## src/rtl/mem_port_arbiter.sv

```systemverilog
// mem_port_arbiter
//   Shares the single data-cache request port between load-unit requests and
//   committed stores draining from the store data queue (SDQ). Loads have
//   priority; a starvation counter and an SDQ-full override force stores
//   through. Only one cache transaction is outstanding at a time.
//
// Handshakes: a transfer happens in a cycle where valid and ready are both 1.
//   The valid side holds its payload stable until that cycle. It may not
//   withdraw valid before then, except that a flush may withdraw a load request.
//
// Ports
//   clk_i, rst_ni             clock (rising edge), async active-low reset
//   flush_i                   squashes the in-flight load only
//   ld_req_*                  load request (vld/rdy/addr/tag)
//   ld_rsp_*                  registered load response (vld pulse/data/tag)
//   st_pending_i, sdq_full_i  SDQ head ready to drain / SDQ full
//   sdq_issue_en_o            one-cycle pulse asking the SDQ for its head
//   sdq_issue_*_i             issued entry, one cycle after sdq_issue_en_o
//   sdq_clear_*_o             registered clear-entry pulse and index
//   dc_req_*, dc_rsp_*        data-cache request / response port
//   perf_*_o                  performance counters (only with ARB_PERF_CNT_EN)
//   dbg_state_o               current FSM state (debug observation)
//
// Optional feature macro: ARB_PERF_CNT_EN adds perf_ld_grants_o,
//   perf_st_grants_o and perf_starve_o (32-bit, wrapping).
module mem_port_arbiter #(
  parameter int TAG_W        = 4,
  parameter int SDQ_ENTRIES  = 8,
  parameter int STARVE_LIMIT = 4,
  parameter int IDX_W        = $clog2(SDQ_ENTRIES)
) (
  input  logic              clk_i,
  input  logic              rst_ni,
  input  logic              flush_i,
  input  logic              ld_req_vld_i,
  output logic              ld_req_rdy_o,
  input  logic [31:0]       ld_req_addr_i,
  input  logic [TAG_W-1:0]  ld_req_tag_i,
  output logic              ld_rsp_vld_o,
  output logic [31:0]       ld_rsp_data_o,
  output logic [TAG_W-1:0]  ld_rsp_tag_o,
  input  logic              st_pending_i,
  input  logic              sdq_full_i,
  output logic              sdq_issue_en_o,
  input  logic              sdq_issue_vld_i,
  input  logic [31:0]       sdq_issue_addr_i,
  input  logic [31:0]       sdq_issue_data_i,
  input  logic [IDX_W-1:0]  sdq_issue_idx_i,
  output logic              sdq_clear_vld_o,
  output logic [IDX_W-1:0]  sdq_clear_idx_o,
  output logic              dc_req_vld_o,
  input  logic              dc_req_rdy_i,
  output logic              dc_req_we_o,
  output logic [31:0]       dc_req_addr_o,
  output logic [31:0]       dc_req_wdata_o,
  input  logic              dc_rsp_vld_i,
  input  logic [31:0]       dc_rsp_data_i,
`ifdef ARB_PERF_CNT_EN
  output logic [31:0]       perf_ld_grants_o,
  output logic [31:0]       perf_st_grants_o,
  output logic [31:0]       perf_starve_o,
`endif
  output logic [2:0]        dbg_state_o
);

  localparam int CNT_W = $clog2(STARVE_LIMIT + 1);

  typedef enum logic [2:0] {
    S_IDLE     = 3'd0,
    S_LD_REQ   = 3'd1,
    S_LD_RSP   = 3'd2,
    S_ST_FETCH = 3'd3,
    S_ST_REQ   = 3'd4,
    S_ST_RSP   = 3'd5
  } state_t;

  state_t             state_q;
  logic [31:0]        addr_q;
  logic [31:0]        data_q;
  logic [TAG_W-1:0]   tag_q;
  logic [IDX_W-1:0]   idx_q;
  logic               squash_q;
  logic [CNT_W-1:0]   starve_cnt_q;

  logic in_idle;
  logic starve_hit;
  logic store_sel;
  logic ld_take;
  logic ld_phase;
  logic st_phase;

  assign in_idle    = (state_q == S_IDLE);
  assign starve_hit = (starve_cnt_q == CNT_W'(STARVE_LIMIT));
  assign store_sel  = in_idle & st_pending_i &
                      (~ld_req_vld_i | sdq_full_i | starve_hit);
  assign ld_take    = in_idle & ld_req_vld_i & ~store_sel & ~flush_i;

  // The FSM sits in IDLE during reset. The combinational grants are also
  // masked by rst_ni, so every output reads 0 while reset is asserted.
  assign ld_req_rdy_o   = ld_take & rst_ni;
  assign sdq_issue_en_o = store_sel & rst_ni;

  assign ld_phase       = (state_q == S_LD_REQ);
  assign st_phase       = (state_q == S_ST_REQ);
  assign dc_req_vld_o   = ld_phase | st_phase;
  assign dc_req_we_o    = st_phase;
  assign dc_req_addr_o  = dc_req_vld_o ? addr_q : 32'd0;
  assign dc_req_wdata_o = st_phase ? data_q : 32'd0;
  assign dbg_state_o    = state_q;

  always_ff @(posedge clk_i or negedge rst_ni) begin
    if (!rst_ni) begin
      state_q         <= S_IDLE;
      addr_q          <= '0;
      data_q          <= '0;
      tag_q           <= '0;
      idx_q           <= '0;
      squash_q        <= 1'b0;
      starve_cnt_q    <= '0;
      ld_rsp_vld_o    <= 1'b0;
      ld_rsp_data_o   <= '0;
      ld_rsp_tag_o    <= '0;
      sdq_clear_vld_o <= 1'b0;
      sdq_clear_idx_o <= '0;
    end else begin
      ld_rsp_vld_o    <= 1'b0;
      sdq_clear_vld_o <= 1'b0;

      // The count only measures loads that overtake a waiting store.
      if (!st_pending_i || store_sel) begin
        starve_cnt_q <= '0;
      end else if (ld_take && !starve_hit) begin
        starve_cnt_q <= starve_cnt_q + CNT_W'(1);
      end

      case (state_q)
        S_IDLE: begin
          if (store_sel) begin
            state_q <= S_ST_FETCH;
          end else if (ld_take) begin
            addr_q  <= ld_req_addr_i;
            tag_q   <= ld_req_tag_i;
            state_q <= S_LD_REQ;
          end
        end
        S_LD_REQ: begin
          // If flush arrives in the same cycle as the cache handshake, the
          // request has already gone out. Keep the protocol intact and discard
          // the response later.
          if (dc_req_rdy_i) begin
            squash_q <= flush_i;
            state_q  <= S_LD_RSP;
          end else if (flush_i) begin
            state_q <= S_IDLE;
          end
        end
        S_LD_RSP: begin
          if (dc_rsp_vld_i) begin
            if (!(squash_q || flush_i)) begin
              ld_rsp_vld_o  <= 1'b1;
              ld_rsp_data_o <= dc_rsp_data_i;
              ld_rsp_tag_o  <= tag_q;
            end
            squash_q <= 1'b0;
            state_q  <= S_IDLE;
          end else if (flush_i) begin
            squash_q <= 1'b1;
          end
        end
        S_ST_FETCH: begin
          if (sdq_issue_vld_i) begin
            addr_q  <= sdq_issue_addr_i;
            data_q  <= sdq_issue_data_i;
            idx_q   <= sdq_issue_idx_i;
            state_q <= S_ST_REQ;
          end else begin
            state_q <= S_IDLE;
          end
        end
        S_ST_REQ: begin
          if (dc_req_rdy_i) state_q <= S_ST_RSP;
        end
        S_ST_RSP: begin
          if (dc_rsp_vld_i) begin
            sdq_clear_vld_o <= 1'b1;
            sdq_clear_idx_o <= idx_q;
            state_q         <= S_IDLE;
          end
        end
        default: state_q <= S_IDLE;
      endcase
    end
  end

`ifdef ARB_PERF_CNT_EN
  always_ff @(posedge clk_i or negedge rst_ni) begin
    if (!rst_ni) begin
      perf_ld_grants_o <= '0;
      perf_st_grants_o <= '0;
      perf_starve_o    <= '0;
    end else begin
      if (ld_take) perf_ld_grants_o <= perf_ld_grants_o + 32'd1;
      if (state_q == S_ST_FETCH && sdq_issue_vld_i)
        perf_st_grants_o <= perf_st_grants_o + 32'd1;
      // This counts only stores that the starvation limit alone forced ahead of a load.
      if (store_sel && ld_req_vld_i && !sdq_full_i && starve_hit)
        perf_starve_o <= perf_starve_o + 32'd1;
    end
  end
`endif

endmodule
```

## config.mk

```make
export PLATFORM = sky130hd
export DESIGN_NAME = mem_port_arbiter
export DESIGN_NICKNAME = d
export VERILOG_FILES = /design/src/rtl/mem_port_arbiter.sv
export SDC_FILE = /design/constraint.sdc
export NUM_CORES = 1
export LEC_CHECK = 0
export CELL_PAD_IN_SITES_DETAIL_PLACEMENT = 1
export CELL_PAD_IN_SITES_GLOBAL_PLACEMENT = 2
export CORE_ASPECT_RATIO = 0.5
export CORE_UTILIZATION = 25
export DETAILED_ROUTE_END_ITERATION = 12
export GPL_TIMING_DRIVEN = 1
export PLACE_DENSITY_LB_ADDON = 0.1
export SLEW_MARGIN = 10
export SYNTH_ARGS = -nofsm -noshare
export SYNTH_HDL_FRONTEND = slang
export SYNTH_SLANG_ARGS = --single-unit
```

## constraint.sdc

```tcl
create_clock -name clk_i -period 2.3 [get_ports clk_i]
set_input_delay 0.575 -clock clk_i [delete_from_list [all_inputs] [get_ports clk_i]]
set_output_delay 0.575 -clock clk_i [all_outputs]
set_load 0.01 [all_outputs]
```

==> metrics.md, run 1 <==
| Metric | Value |
|---|---|
| Outcome | complete, but fails checks |
| Failing checks | negative setup slack |
| Final cell count without fillers | roughly 1000 |
| Final Slew Violations | 0 |
| Initial antenna violation count | 0 |
| Clock tree buffer depth | 2 |
| Die width | approximately 210 um |
| First-pass GRT wire length | 27700 um |
| Vias in the first global route | 4880 |
| WL final | 18000 um |
| RSZ-0062 raised after global routing | yes |
| Routability cong. | 0.691 |
| Min Tclk post-route | 2360 ps |
| Max Clk Rate | 0.423 GHz |
| Met2 Use GR | 26.0% |
| Switching portion of total power | 30.4% |
| Vias per cell | 4.29 |
| Reg2Reg Depth | 7 |
| Synthesized flop and latch total | 119 |
| Cell variety after synth | 35 |
| Leakage Power | 4.53 nW |
| Adder-cell share of the synthesized area | less than 1% |
| Cts bufs inserted | 17 |
| Startpoint Class | register |
| Cell repeated most along the worst path | buf_6 |
| Yosys warnings | 0 |
| Slew HR | 47.7% |
| CTS H-Tree Depth | 4 |
| Core region area | around 21000 sq um |
| Worst Tran Pin Value | 784 ps |
| GRT Overall Usage | between 10% and 20% |
| Num ports | approximately 260 |
| Skew final | 8.02 ps |
| Row cnt | 37 |
| Share of layout cells above drive strength 1 | 35.7% |
| Pre-antenna DRT Iters | 4 |
| Final WS setup | -61.9 ps |
| Largest family of logic cells by synthesized area | multiplexers |
| Final setup TNS | -185 ps |
| Worst VDD drop | around 0.62 mV |
| Max FO, Critical Path | 7 |
| Area contributors post-synth | dfrtp_1 (54%), mux2_2 (9.4%), mux2_4 (7.9%) |
| ANT cells | 0 |
| R2r endpoint | ld_rsp_data_o[17] |
| Most Crowded Layer GR | met2 |
| Clock power frac | 24.6% |
| DRC viols | 0 |
| Synth Area in XOR/XNOR | 0.318% |
| Cell Int Power | 7.95 mW |
| Max Cap Viol | 0 |
| Compound-cell area share of the yosys netlist | 4.56% |
| Crit share post-route | 103% |
| Nets@finish | 890 |
| Worst r2r src | dbg_state_o[0] |
| Root Buffer | clkbuf_16 |
| Seq pwr share | 31.2% |
| Crit path capture type | output pin |
| Prevailing post-synth register cell | dfrtp_1 |
| Grt met1 use | 21.0% |
| Worst-path cell chain | xnor2_2 -> nor2_4 -> buf_6 -> buf_16 -> buf_6 -> and2_4 -> buf_6 |
| Initial DRC count | 158 |
| Synth top area share | between 50% and 60% |
| Synth Net Count | 598 |
| DP Cell Count | 997 |
| Final Setup Violations | 5 |
| Comb pwr share | 44.2% |
| Area leader, netlist | dfrtp_1 |
| Mapped Area | between 5000 and 6000 sq um |
| Post-Synth Simple-Gate Area | between 10% and 20% |
| Post-synth EDFFs | 0 |
| GRT overflow | 0 |
| Initial Util | a little over a quarter |
| CTS Sinks | 119 |
| Post-synthesis mux area share | a little under a quarter |
| Clock slew at reported path FFs | 50 ps |
| Slowest stage delay, CP | 440 ps |
| Mapped Cells | roughly 450 |
| Min-delay worst type | in2async |
| Worst EP arrival | between 1500 and 2000 ps |
| Largest net degree at the start of global routing | 58 |
| Endpoints failing hold | 0 |
| Via Count | 4499 |
| Critical path class | reg2out |
| R2R setup slack | roughly 160 ps |
| Die ar. | approximately 23000 sq um |
| CP Data Required Time | 1730 ps |
| NetSw | 3.47 mW |
| Final HPWL DP | around 12000 um |
| Die Ht | ~110 um |
| I/O Buffers | 255 |
| Routing usage on met3 | 5.59% |
| Async SR Flop Fraction | 100% |
| CTS tree | done |
| DP Worst Slack | -547 ps |
| P&R area growth vs syn | 72.8% |
| Clock latency on the worst-skew pair | 420 ps |
| Most common cell after layout, fill and taps aside | clkdlybuf4s50_1 |
| Routed len/inst | 17.2 um |
| Critical-path top delay cell | dfrtp_2 |
| Avg Inst Size Synth | 12.2 sq um |
| Seq/Total Area, Yosys | between 50% and 60% |
| Highest-count cells in the layout ignoring fill and taps | clkdlybuf4s50_1 (185), dfrtp_1 (116), buf_6 (49) |
| Post-route ant nets | 0 |
| Power density over the cells | approximately 1200 nW/um^2 |
==> state kept, by name, indices dropped and copies added, names as in the netlist <==
signal and flops:
addr_q 32, data_q 32, ld_rsp_data_o 32, ld_rsp_tag_o 4
tag_q 4, dbg_state_o 3, idx_q 3, sdq_clear_idx_o 3
starve_cnt_q 3, ld_rsp_vld_o 1, sdq_clear_vld_o 1, squash_q 1
==> cell type report <==
type                    count  area (sq um)
repair buffers            304          3010
well taps                 292           365
clock inverters             7           116
fillers                  2234         11500
inverters                   8          30.0
multi-input cells         294          2510
clock buffers              24           502
flip-flops and latches    119          2980
==> worst max path at each step <==
stage                         startpoint          endpoint  slack [ps]
final                     dbg_state_o[2]  dc_req_addr_o[8]         -60
after global routing      dbg_state_o[2]  dc_req_addr_o[8]        -140
after CTS                   ld_req_vld_i      ld_req_rdy_o        -200
after detailed placement    ld_req_vld_i      ld_req_rdy_o        -550
after global placement      ld_req_vld_i      ld_req_rdy_o        -540
after floorplan           dbg_state_o[1]      ld_req_rdy_o         190
==> Yosys cell counts (2+ instances only) <==
cell,instances
dfrtp_1,119
and2_1,67
mux2_2,46
nand3_1,34
mux2i_1,33
mux2_4,29
o21ai_0,27
clkbuf_1,14
nand2_1,14
o21ai_1,10
buf_2,9
inv_1,8
nor2_1,5
buf_1,4
a21oi_1,3
buf_6,3
nand2b_1,3
ha_1,2
nand3b_1,2
nand4b_1,2
nor3_1,2
nor3b_1,2
xnor2_1,2
==> through the flow <==
stage / hold slack [ps] / power [mW] / area, sq um / utilization, %
floorplan: 279 / 5.69 / 5510 / -
global placement: 449 / 7.97 / 8590 / 40.8
detailed placement: 455 / 8.07 / 8590 / 40.8
CTS: 163 / 11.4 / 9340 / 44.4
global route: 175 / 12.2 / 9520 / 45.2
finish: 175 / 11.4 / 9520 / 45.2
==> critical path, delay by kind of cell (launching register included) <==
family                    cells  cell delay [ps]
xor gates and xnor gates      1              220
DFF                           1              440
and+or+nand+nor               2              200
buffers and inverters         4              500
==> layer usage <==
layer / vias to the layer above / wire [um] / part of all wire [%]
met3: 14 / 1110 / 6.2
met4: 0 / 171 / 0.95
met5: - / 0 / 0
met2: 114 / 8480 / 47
li1: 2150 / - / -
met1: 2221 / 8230 / 46
==> cell families (layout without fill, tap and decap cells) <==
group | count (synthesis) | in the layout
DFF | 119 | 119
AOI/OAI and AO/OA | 46 | 46
adders and majority gates | 2 | 2
muxes | 108 | 108
xor gates and xnor gates | 2 | 2
buffers and inverters | 39 | 343
and+or+nand+nor | 136 | 136
==> repair_timing <==
| item | 4_1_cts | 5_1_grt |
|---|---|---|
| setup endpoints to repair | 69 | 67 |
| buffers inserted | 13 | 6 |
| pin swaps | 18 | 19 |
| gates resized for setup | 337 | 52 |
| hold buffers | 0 | 0 |
| hold endpoints to repair | 0 | 0 |
| gates cloned | 4 | 1 |
==> power groups by stage <==
stage / sequential (mW) / combinational [mW] / clock [mW]
5_1_grt: 3.70 / 5.47 / 2.98
6_report: 3.57 / 5.05 / 2.80
3_5_place_dp: 3.56 / 4.51 / 0
2_1_floorplan: 3.61 / 2.09 / 0
3_3_place_gp: 3.51 / 4.46 / 0
4_1_cts: 3.57 / 4.95 / 2.90
Power figures use the tool's default switching activity.
==> run 2: changes to the inputs <==
- CORE_MARGIN: default -> 2
==> run 2 against run 1 <==
Compared with the run above:
- the flow still finishes with violations (negative setup slack)
- global-route usage decreased by 0.65 points
- via count increased by 1.4%
- wire length rose by 3.1%
- largest cell class unchanged
==> metrics.md, run 2 (synthesis results as in run 1) <==
| Metric | Value |
|---|---|
| Worst EP arrival | 1820 ps |
| Routability cong. | 0.754 |
| DRC viols | 0 |
| Clock tree buffer depth | 2 |
| Root Buffer | clkbuf_16 |
| Crit path capture type | output pin |
| Clock slew at reported path FFs | 50 ps |
| Max Cap Viol | 0 |
| Hold buffers post-CTS | 0 |
| Critical path class | in2out |
| Fill cell count | 2295 |
| Die ar. | 23300 sq um |
| Initial antenna violation count | 0 |
| Startpoint Class | input pin |
| Via Count | 4563 |
| Worst VDD drop | 0.592 mV |
| Clock latency on the worst-skew pair | roughly 410 ps |
| Worst Tran Pin Value | 651 ps |
| ANT cells | 0 |
| GRT Overall Usage | 15.8% |
| Outcome | complete, but fails checks |
| Final setup TNS | -90.8 ps |
| Power density over the cells | 1220 nW/um^2 |
| Dpl cell area | between 8000 and 9000 sq um |
| Fin area | 9820 sq um |
| CTS H-Tree Depth | 4 |
| Initial DRC count | 160 |
| Final WS setup | -90.8 ps |
| Share of layout cells above drive strength 1 | 38.7% |
| Die Ht | around 110 um |
| Reg2Reg Depth | 9 |
| Max FO, Critical Path | 4 |
| Die width | 214 um |
| CTS Sinks | between 100 and 150 |
| Routed len/inst | around 18 um |
| CTS tree | done |
| Vias in the first global route | 4771 |
| Initial Util | 25.5% |
| Row cnt | 38 |
| Nets@finish | 887 |
| Final HPWL DP | 12100 um |
| Crit share post-route | 104% |
| P&R area growth vs syn | 78.3% |
| Min Tclk post-route | 2390 ps |
| Post-route ant nets | 0 |
| Biggest regs | addr_q x32, data_q x32, ld_rsp_data_o x32 |
| GRT overflow | 0 |
| Max Clk Rate | 0.418 GHz |
| Endpoints failing hold | 0 |
| WL final | 18500 um |
| Skew final | 8.35 ps |
| Core region area | 21600 sq um |
| Most common cell after layout, fill and taps aside | clkdlybuf4s50_1 |
| Largest net degree at the start of global routing | 120 |
| CP Data Required Time | 1730 ps |
| Final Slew Violations | 0 |
| Vias per cell | 4.34 |
| Slew HR | 56.6% |
| Leakage Power | 4.62 nW |
| Highest-count cells in the layout ignoring fill and taps | clkdlybuf4s50_1 (185), dfrtp_1 (116), buf_6 (70) |
| Num ports | 256 |
| I/O Buffers | approximately 260 |
| Pre-antenna DRT Iters | 4 |
| RSZ-0062 raised after global routing | yes |
| Min-delay worst type | in2async |
| Cts bufs inserted | 17 |
| Final Setup Violations | 1 |
| Failing checks | negative setup slack |
| First-pass GRT wire length | about 28000 um |
==> run 2: cell count changes in the layout (fill, tap and decap cells not counted), sizes merged <==
cell / previous run / this run
buf: 117 / 110
bufinv: 3 / 5
clkbuf: 25 / 27
clkinvlp: 1 / 0
dlygate4sd2: 1 / 0
dlymetal6s2s: 0 / 1
==> run 2: path summary, 6_finish.rpt <==
check	from	endpoint	slack (ps)
hold reg to reg	idx_q[2]	sdq_clear_idx_o[2]	470
setup reg to reg	dbg_state_o[1]	addr_q[1]	180
hold / removal	rst_ni	addr_q[7]	350
max in group asynchronous	rst_ni	dbg_state_o[0]	1470
setup / recovery	st_pending_i	ld_req_rdy_o	-90
min in group clk_i	idx_q[2]	sdq_clear_idx_o[2]	470
==> run 2: what timing repair did <==
item	CTS	global route
gates cloned	4	4
endpoints found under the setup margin	68	68
setup buffers	12	8
pin swaps	8	48
resized for setup	197	239
==> run 2: layer usage <==
layer,GRT usage [%],share of wire (%),vias up
met1,21.5,48,2315
met5,0,0,-
met4,4.35,0.85,0
li1,-,-,2137
met3,3.96,4.4,13
met2,25.2,47,98
==> run 2: area by class of cell <==
type	count	area [sq um]	area share, %
clock inverter	8	169	1.72
tap	300	375	3.82
multi-input combinational	294	2550	25.9
timing repair buffer	301	3240	32.9
clock buffer	22	484	4.93
inverter	8	30.0	0.306
sequential	119	2980	30.3
==> run 2: critical path: stages <==
cell and delay, ps:
clkdlybuf4s50_1 420, buf_4 160, nand2_1 100, nand4_1 230, nor2_2 200, buf_6 130
==> run 2: metrics by stage <==
step	util [%]	hold slack (ps)	setup slack, ps	instances	total power, mW
2_1_floorplan	-	279	188	452	5.69
3_3_place_gp	39.7	448	-146	999	7.99
3_5_place_dp	39.7	455	-161	999	8.09
4_1_cts	43.3	383	-185	1045	11.4
5_1_grt	45.4	404	-170	1052	12.7
6_report	45.4	347	-90.8	1052	12.0
==> run 2: power breakdown <==
part	switching (mW)	internal, mW
clock	0.968	2.03
sequential	0.519	3.07
combinational	2.10	3.28
